**src/rtl/hex_display_pkg.sv**
```systemverilog
// Shared constants for the hex display scanner: active-high segment table and polarity helper.
package hex_display_pkg;

    localparam logic [6:0] SEG_OFF_H = 7'h00;

    // Active-high {g,f,e,d,c,b,a} patterns for nibbles 0..F
    localparam logic [6:0] SEG_HEX [0:15] = '{
        7'h3F, 7'h06, 7'h5B, 7'h4F, 7'h66, 7'h6D, 7'h7D, 7'h07,
        7'h7F, 7'h6F, 7'h77, 7'h7C, 7'h39, 7'h5E, 7'h79, 7'h71
    };

    function automatic logic [6:0] seg_polarity(input logic [6:0] pattern, input logic active_low);
        logic [6:0] result;
        if (active_low) begin
            result = ~pattern;
        end else begin
            result = pattern;
        end
        return result;
    endfunction

endpackage

```
**src/rtl/hex_display_scanner_if.sv**
```systemverilog
// Display scanner signal bundle: value/load side from the datapath, segment/digit side to the pins.
interface hex_display_scanner_if #(
    parameter int NUM_DIGITS = 4
);
    logic                      load;
    logic [4*NUM_DIGITS-1:0]   value;
    logic                      blank_lz;
    logic [6:0]                seg;
    logic [NUM_DIGITS-1:0]     dig_en;
    logic                      frame_start;

    modport master (output load, value, blank_lz, input seg, dig_en, frame_start);
    modport slave  (input load, value, blank_lz, output seg, dig_en, frame_start);
endinterface

```
**src/rtl/hex_to_seg7.sv**
```systemverilog
// Combinational nibble-to-7-segment decoder with blanking and selectable output polarity.
module hex_to_seg7
    import hex_display_pkg::*;
#(
    parameter int ACTIVE_LOW = 1
) (
    input  logic [3:0] nibble,
    input  logic       blank,
    output logic [6:0] seg
);
    localparam logic POL_LOW = (ACTIVE_LOW != 0) ? 1'b1 : 1'b0;

    // Table lookup, forced off when blanked
    always_comb begin
        if (blank) begin
            seg = seg_polarity(SEG_OFF_H, POL_LOW);
        end else begin
            seg = seg_polarity(SEG_HEX[nibble], POL_LOW);
        end
    end
endmodule

```
**src/rtl/hex_display_scanner.sv**
```systemverilog
// Time-multiplexed hex 7-segment driver: prescaled digit scan, frame-synchronous value update,
// leading-zero blanking, registered segment and digit-enable outputs.
module hex_display_scanner
    import hex_display_pkg::*;
#(
    parameter int NUM_DIGITS = 4,
    parameter int PRESCALE   = 50000,
    parameter int ACTIVE_LOW = 1
) (
    input  logic                  clock,
    input  logic                  reset,
    hex_display_scanner_if.slave  bus
);
    localparam int VW = 4 * NUM_DIGITS;
    localparam int PW = (PRESCALE > 1) ? $clog2(PRESCALE) : 1;
    localparam int IW = (NUM_DIGITS > 1) ? $clog2(NUM_DIGITS) : 1;
    localparam logic POL_LOW = (ACTIVE_LOW != 0) ? 1'b1 : 1'b0;
    localparam logic [NUM_DIGITS-1:0] DIG_OFF = POL_LOW ? {NUM_DIGITS{1'b1}} : {NUM_DIGITS{1'b0}};

    logic [PW-1:0]         prescale_r;
    logic [IW-1:0]         index_r;
    logic [VW-1:0]         pending_r;
    logic [VW-1:0]         display_r;
    logic [6:0]            seg_r;
    logic [NUM_DIGITS-1:0] dig_en_r;
    logic                  frame_start_r;

    logic                  tick_s;
    logic                  last_s;
    logic                  boundary_s;
    logic [NUM_DIGITS-1:0] zero_above_s;
    logic [NUM_DIGITS-1:0] onehot_s;
    logic [3:0]            nibble_s;
    logic                  blank_s;
    logic [6:0]            seg_s;

    assign tick_s     = (prescale_r == PW'(PRESCALE - 1));
    assign last_s     = (index_r == IW'(NUM_DIGITS - 1));
    assign boundary_s = tick_s && last_s;

    // zero_above_s[i]: display digits NUM_DIGITS-1 down to i are all zero
    always_comb begin
        zero_above_s = {NUM_DIGITS{1'b0}};
        zero_above_s[NUM_DIGITS-1] = (display_r[VW-1 -: 4] == 4'h0);
        for (int i = NUM_DIGITS - 2; i >= 0; i--) begin
            zero_above_s[i] = zero_above_s[i+1] && (display_r[4*i +: 4] == 4'h0);
        end
    end

    // Current digit select, its nibble and blank decision
    always_comb begin
        onehot_s = {NUM_DIGITS{1'b0}};
        for (int i = 0; i < NUM_DIGITS; i++) begin
            onehot_s[i] = (index_r == IW'(i));
        end
        nibble_s = display_r[{index_r, 2'b00} +: 4];
        if (bus.blank_lz && (index_r != {IW{1'b0}})) begin
            blank_s = zero_above_s[index_r];
        end else begin
            blank_s = 1'b0;
        end
    end

    hex_to_seg7 #(.ACTIVE_LOW(ACTIVE_LOW)) u_dec (
        .nibble (nibble_s),
        .blank  (blank_s),
        .seg    (seg_s)
    );

    // Scan state, value registers and output registers
    always_ff @(posedge clock) begin
        if (reset) begin
            prescale_r    <= {PW{1'b0}};
            index_r       <= {IW{1'b0}};
            pending_r     <= {VW{1'b0}};
            display_r     <= {VW{1'b0}};
            seg_r         <= seg_polarity(SEG_OFF_H, POL_LOW);
            dig_en_r      <= DIG_OFF;
            frame_start_r <= 1'b0;
        end else begin
            if (tick_s) begin
                prescale_r <= {PW{1'b0}};
                index_r    <= last_s ? {IW{1'b0}} : index_r + IW'(1);
            end else begin
                prescale_r <= prescale_r + PW'(1);
            end
            if (bus.load) begin
                pending_r <= bus.value;
            end
            // A load on the boundary cycle goes straight to the display
            if (boundary_s) begin
                display_r <= bus.load ? bus.value : pending_r;
            end
            frame_start_r <= boundary_s;
            seg_r         <= seg_s;
            dig_en_r      <= POL_LOW ? ~onehot_s : onehot_s;
        end
    end

    assign bus.seg         = seg_r;
    assign bus.dig_en      = dig_en_r;
    assign bus.frame_start = frame_start_r;
endmodule

```
**src/flat_wrapper.sv**
```systemverilog
// flat-port wrapper written by rule: the top's interface ports become plain ports
module hex_display_scanner_flat import hex_display_pkg::*;
#(
    parameter int NUM_DIGITS = 4,
    parameter int PRESCALE   = 50000,
    parameter int ACTIVE_LOW = 1
)
  (clock, reset, bus_load, bus_value, bus_blank_lz, bus_seg, bus_dig_en, bus_frame_start);
  hex_display_scanner_if #(.NUM_DIGITS(NUM_DIGITS)) bus_i ();
  input  logic clock;
  input  logic reset;
  input wire logic [$bits(bus_i.load)-1:0] bus_load;
  input wire logic [$bits(bus_i.value)-1:0] bus_value;
  input wire logic [$bits(bus_i.blank_lz)-1:0] bus_blank_lz;
  output wire logic [$bits(bus_i.seg)-1:0] bus_seg;
  output wire logic [$bits(bus_i.dig_en)-1:0] bus_dig_en;
  output wire logic [$bits(bus_i.frame_start)-1:0] bus_frame_start;
  assign bus_i.load = bus_load;
  assign bus_i.value = bus_value;
  assign bus_i.blank_lz = bus_blank_lz;
  assign bus_seg = bus_i.seg;
  assign bus_dig_en = bus_i.dig_en;
  assign bus_frame_start = bus_i.frame_start;
  hex_display_scanner #(.NUM_DIGITS(NUM_DIGITS), .PRESCALE(PRESCALE), .ACTIVE_LOW(ACTIVE_LOW)) u_core (.clock(clock), .reset(reset), .bus(bus_i));
endmodule
```
**config.mk**
```make
export PLATFORM = sky130hd
export DESIGN_NAME = hex_display_scanner_flat
export DESIGN_NICKNAME = d
export VERILOG_FILES = /design/src/rtl/hex_display_pkg.sv /design/src/rtl/hex_display_scanner_if.sv /design/src/rtl/hex_to_seg7.sv /design/src/rtl/hex_display_scanner.sv /design/src/flat_wrapper.sv
export SDC_FILE = /design/constraint.sdc
export NUM_CORES = 1
export LEC_CHECK = 0
export CORE_MARGIN = 3
export CORE_UTILIZATION = 60
export CTS_CLUSTER_DIAMETER = 40
export CTS_CLUSTER_SIZE = 24
export DETAILED_ROUTE_END_ITERATION = 8
export MAX_ROUTING_LAYER = met4
export PLACE_DENSITY = 0.85
export SYNTH_ARGS = -nofsm -noshare
export SYNTH_HDL_FRONTEND = slang
export SYNTH_SLANG_ARGS = --single-unit
export TNS_END_PERCENT = 1
```
**constraint.sdc**
```tcl
create_clock -name clock -period 4.1 [get_ports clock]
set_input_delay 1.23 -clock clock [delete_from_list [all_inputs] [get_ports clock]]
set_output_delay 1.23 -clock clock [all_outputs]
set_load 0.02 [all_outputs]
```
* Word level (Yosys, flattened, before mapping) *
Memories as Yosys holds them, arrays and structs flattened.
Cells that the tools add are included.

storage, ports and cells
  register bits after elaboration = 62
  memory bits (read-only) = 112
  input bits = 20
  output and inout bits = 12
  memories kept = 1

operators by class
  add/sub/neg operators = 2
  order comparisons = 2
  eq/ne operators = 4
  shift operators = 1
  mux-type cells = 7
  bitwise gates (word level) = 3
  reductions and logical operators = 13

memories
  name              words  bits a word  read ports  clocked after Yosys merged registers in  write ports  RTL line           source
  (name not given)  16     7            1           0                                        0            hex_to_seg7.sv:18  seg = seg_polarity(SEG_HEX[nibble], POL_LOW);

operators by type and width
  kind                     number
  $add A16 B1 Y16 const B  1
  $eq A16 B16 Y1 const B   1
  $logic_not A4 Y1         4
  $mux W16                 1
  $shiftx A16 B5 Y4        1
  $mux W7                  2
  $not A7 Y7               1
  $ge A5 B5 Y1 const B     1
  $logic_and A1 B1 Y1      5
  $not A4 Y5               1
  $eq A2 B2 Y1 const B     2
  $not A4 Y4               1
  $reduce_or A2 Y1         2
  $lt A2 B3 Y1 const B     1
  $add A2 B1 Y2 const B    1
  $bmux W1 S2              1
  $eq A2 B1 Y1 const B     1
  $logic_not A2 Y1         1
  $mux W1                  2
  $mux W2                  1
  $reduce_bool A2 Y1       1

* Logic depth before layout (Yosys ltp) *
  depth after elaboration = 8
  gate-level depth with buffers = 9
  gate-level depth less buffers = 7

* Modules after synthesis *
A second synthesis with hierarchy kept.

unflattened totals
  cells, all modules = 295
  area total of the unflattened synthesis = 2869.0 µm²

modules (own cells, without submodules)
  module               instances  cells each  area an instance (µm²)  sequential area each (µm²)
  hex_display_scanner  1          258         2596.2                  1241.2
  hex_to_seg7          1          37          272.8                   0.0

* Worst setup path after synthesis *
No wires, ideal clock.

  path type = input-to-reg
  from = input port bus_load
  to = register u_core.display_r[10]
  library setup time = 132 ps
  arrival = 2334 ps
  required time = 3968 ps
  setup slack = 1634 ps
  stages on the path = 5
  cell sequence = clkbuf_1 -> clkbuf_1 -> mux2_2 -> nand3_1 -> a21oi_1

on the way
  longest elaborated chain between the ends = 1

RTL lines
  item                    RTL line                   source
  start: declaration      flat_wrapper.sv:12         input wire logic [$bits(bus_i.load)-1:0] bus_load;
  $mux W16                hex_display_scanner.sv:92  display_r <= bus.load ? bus.value : pending_r;
  end signal: assignment  hex_display_scanner.sv:76  display_r <= {VW{1'b0}};
  end signal: assignment  hex_display_scanner.sv:92
  end: declaration        hex_display_scanner.sv:23  logic [VW-1:0] display_r;

No other way between the ends.
A chain may end at the register's enable or synchronous reset.

* Worst setup path in the final report *
  from = input port reset
  to = register u_core.prescale_r[5]

on the way
  longest elaborated chain between the ends = 1

RTL lines
  item                               RTL line                   source
  start: declaration                 flat_wrapper.sv:11         input logic reset;
  $reduce_or A2 Y1 (no source line)  --
  end signal: assignment             hex_display_scanner.sv:73  prescale_r <= {PW{1'b0}};
  end signal: assignment             hex_display_scanner.sv:82  prescale_r <= {PW{1'b0}};
  end signal: assignment             hex_display_scanner.sv:85  prescale_r <= prescale_r + PW'(1);
  end: declaration                   hex_display_scanner.sv:20  logic [PW-1:0] prescale_r;

No other way between the ends.

==> run_results.csv <==
group,metric,value,unit
synth,seq_area_frac_synth,42.91,%
routing,drt_iter0_markers,176,
synth,synth_cell_types,40,
pwr,p_leak,1.177,nW
synth,yosysWarnings,0,
worst_setup_path,path_class,"in2reg",
clock_network,clk_latency,350,ps
timing,min_period,2655,ps
worst_setup_path,path_max_fanout,16,
timing,slew-limit-headroom,48.56,%
die,num_io_pins,32,
worst_setup_path,cp-end-kind,"flop",
pwr,ir_drop,0.0002706,V
timing,finalSetupViolCount,0,
synth,synth_edf_count,0,
clock_network,ctsHoldBuffers,0,
synth,netlist_instances,311,
synth,synth_area,0.002893,mm2
die,dieWidth,75.44,um
pwr,power.density,346.5,mW/mm2
min_path,hp-class,"reg2reg",
die,die-area,0.005690,mm2
place,dpl.hpwl,4017,um
timing,hold_viol_final,0,
synth,postSynth.asyncResetShare,0,%
routing,first_pass_iters,4,
routing,vias,2358,
global_route,gr-total-overflow,0,
clock_network,htree_levels,3,
timing,finalSetupTns,0,ps
synth,syn-num-nets,342,
worst_setup_path,crit_required,4310,ps
die,die_h,75.44,um
global_route,grt_antenna_before_repair,0,
timing,slew_viol_final,0,
clock_network,clock_sinks,62,
layout,final_common_cell,"dfxtp_1",
routing,avgViaCountPerCell,6.000,
layout,drive_gt1_share,12.02,%
worst_setup_path,r2r_slack,1770,ps
layout,nets,368,
worst_setup_path,worst_setup_path_start_kind,"input pin",
global_route,grt_pass1_vias,2260,
die,coreArea,0.004504,mm2
synth,ys_seq_elements,62,
die,floorplan.initialDensity,64.22,%
layout,diodes,0,
global_route,grt_max_degree,22,
clock_network,clk_root_buffer_cell,"clkbuf_8",
timing,worst_slew_pin_slew,769.2,ps
place,place_congestion,0.9003,
clock_network,cts_setup_buffers,0,
die,rows,24,
routing,drc,0,
timing,rsz0062_at_grt,"false",
clock_network,clk_pin_slew_worst_paths,60,ps
status,status,"finished clean",
clock_network,cts_buffers,9,
layout,layout_common_cells,"dfxtp_1, clkdlybuf4s50_1, nand3_1",
timing,fmax,376.6,MHz
flow_run,maxCapViolCount,0,
synth,synth_flop_cell,"dfxtp_1",
place,port_buffers,31,
synth,avgSynthCellArea,9.302,um2
global_route,grt_pass1_wl,10210,um
timing,period_share,64.76,%
routing,wl_per_cell,15.11,um
layout,areaGrowthSynthToFinish,16.65,%
clock_network,cts_tree,"done",
worst_setup_path,arrival,2860,ps
timing,clock_skew,8.586,ps
global_route,grtUsageTotal,24.50,%
clock_network,cts-resized-gates,0,
routing,final_antenna_net_count,0,
clock_network,cts_buffer_depth,2,
routing,wirelength,5939,um
pwr,totalPowerFinal,0.001169,W
==> power breakdown <==
group          switching (W)  internal [W]
registers         0.00000635      0.000618
clock network       0.000221      0.000249
logic              0.0000310     0.0000442
total               0.000259      0.000911
==> final timing paths <==
path / from / end / depth (start not counted)
hold reg to reg: u_core.display_r[9] / u_core.display_r[9] / 2
hold / removal: u_core.display_r[9] / u_core.display_r[9] / 2
setup / recovery: reset / u_core.prescale_r[5] / 4
setup reg to reg: u_core.index_r[1] / u_core.display_r[8] / 4
==> logic make-up (layout without fill, tap and decap cells) <==
| logic type | count (synthesis) | in the layout | share of synthesized area, % |
|---|---|---|---|
| multiplexers | 28 | 28 | 12.24 |
| AND/OR/NAND/NOR | 110 | 110 | 20.80 |
| flip-flops | 62 | 62 | 42.91 |
| AO/OA/AOI/OAI | 60 | 60 | 11.59 |
| XOR/XNOR | 12 | 12 | 3.633 |
| buffers and inverters | 28 | 58 | 4.066 |
| adder cells (fa/ha/maj) | 11 | 11 | 4.758 |
==> critical path, stage by stage <==
cell             delay, ps
clkdlybuf4s50_1        740
buf_4                  280
nand2b_1               490
nor2_1                 110
==> Yosys cell counts (2+ instances only) <==
cell / n / area share [%]
a21oi_1: 24 / 4.2
a31oi_1: 2 / 0.43
and2_1: 2 / 0.43
and3_1: 3 / 0.65
buf_2: 4 / 0.69
clkbuf_1: 14 / 1.8
dfxtp_1: 62 / 43
ha_1: 11 / 4.8
inv_1: 9 / 1.2
mux2_2: 19 / 7.4
mux2i_1: 5 / 1.7
mux4_2: 4 / 3.1
nand2_1: 16 / 2.1
nand2b_1: 5 / 1.1
nand3_1: 27 / 4.7
nand4_1: 2 / 0.43
nor2_1: 18 / 2.3
nor2b_1: 16 / 3.5
nor3_1: 3 / 0.52
nor4_1: 2 / 0.43
nor4b_1: 2 / 0.61
o211ai_1: 3 / 0.78
o21ai_0: 23 / 4.0
o221ai_1: 3 / 0.91
or3_1: 4 / 0.86
or4_1: 4 / 1.0
xnor2_1: 8 / 2.4
xor2_1: 4 / 1.2
==> layer usage <==
layer / track usage, % / routed length (um) / vias to the layer above
met4: 6.602 / 85 / 0
met5: - / 0 / -
met3: 9.499 / 366 / 11
met2: 39.21 / 2932 / 71
met1: 28.83 / 2556 / 1122
li1: - / - / 1154
==> registers in the layout (all words and copies together) (netlist names) <==
signal                  count
u_core.index_r              2
u_core.display_r           16
u_core.pending_r           16
u_core.bus.dig_en           4
u_core.prescale_r          16
u_core.bus.seg              7
u_core.bus.frame_start      1
==> metrics by stage <==
step	instance area, um2	utilization (%)	setup slack, ps	hold slack, ps	cells
global route	3374	74.92	1300	536.2	393
CTS	3374	74.92	1453	487.5	393
finish	3374	74.92	1445	489.6	393
floorplan	2893	-	1634	449.1	311
detailed placement	3207	71.19	1069	478.6	378
global placement	3207	71.19	1103	468.2	378
==> layout make-up <==
class	instances	area, um2
Clock inverter	1	5.005
Inverter	9	33.78
Sequential cell	62	1241
Tap cell	52	65.06
Fill cell	339	1130
Timing Repair Buffer	34	332.8
Multi-Input combinational cell	221	1534
Clock buffer	14	162.7
Power figures use the tool's default switching activity.
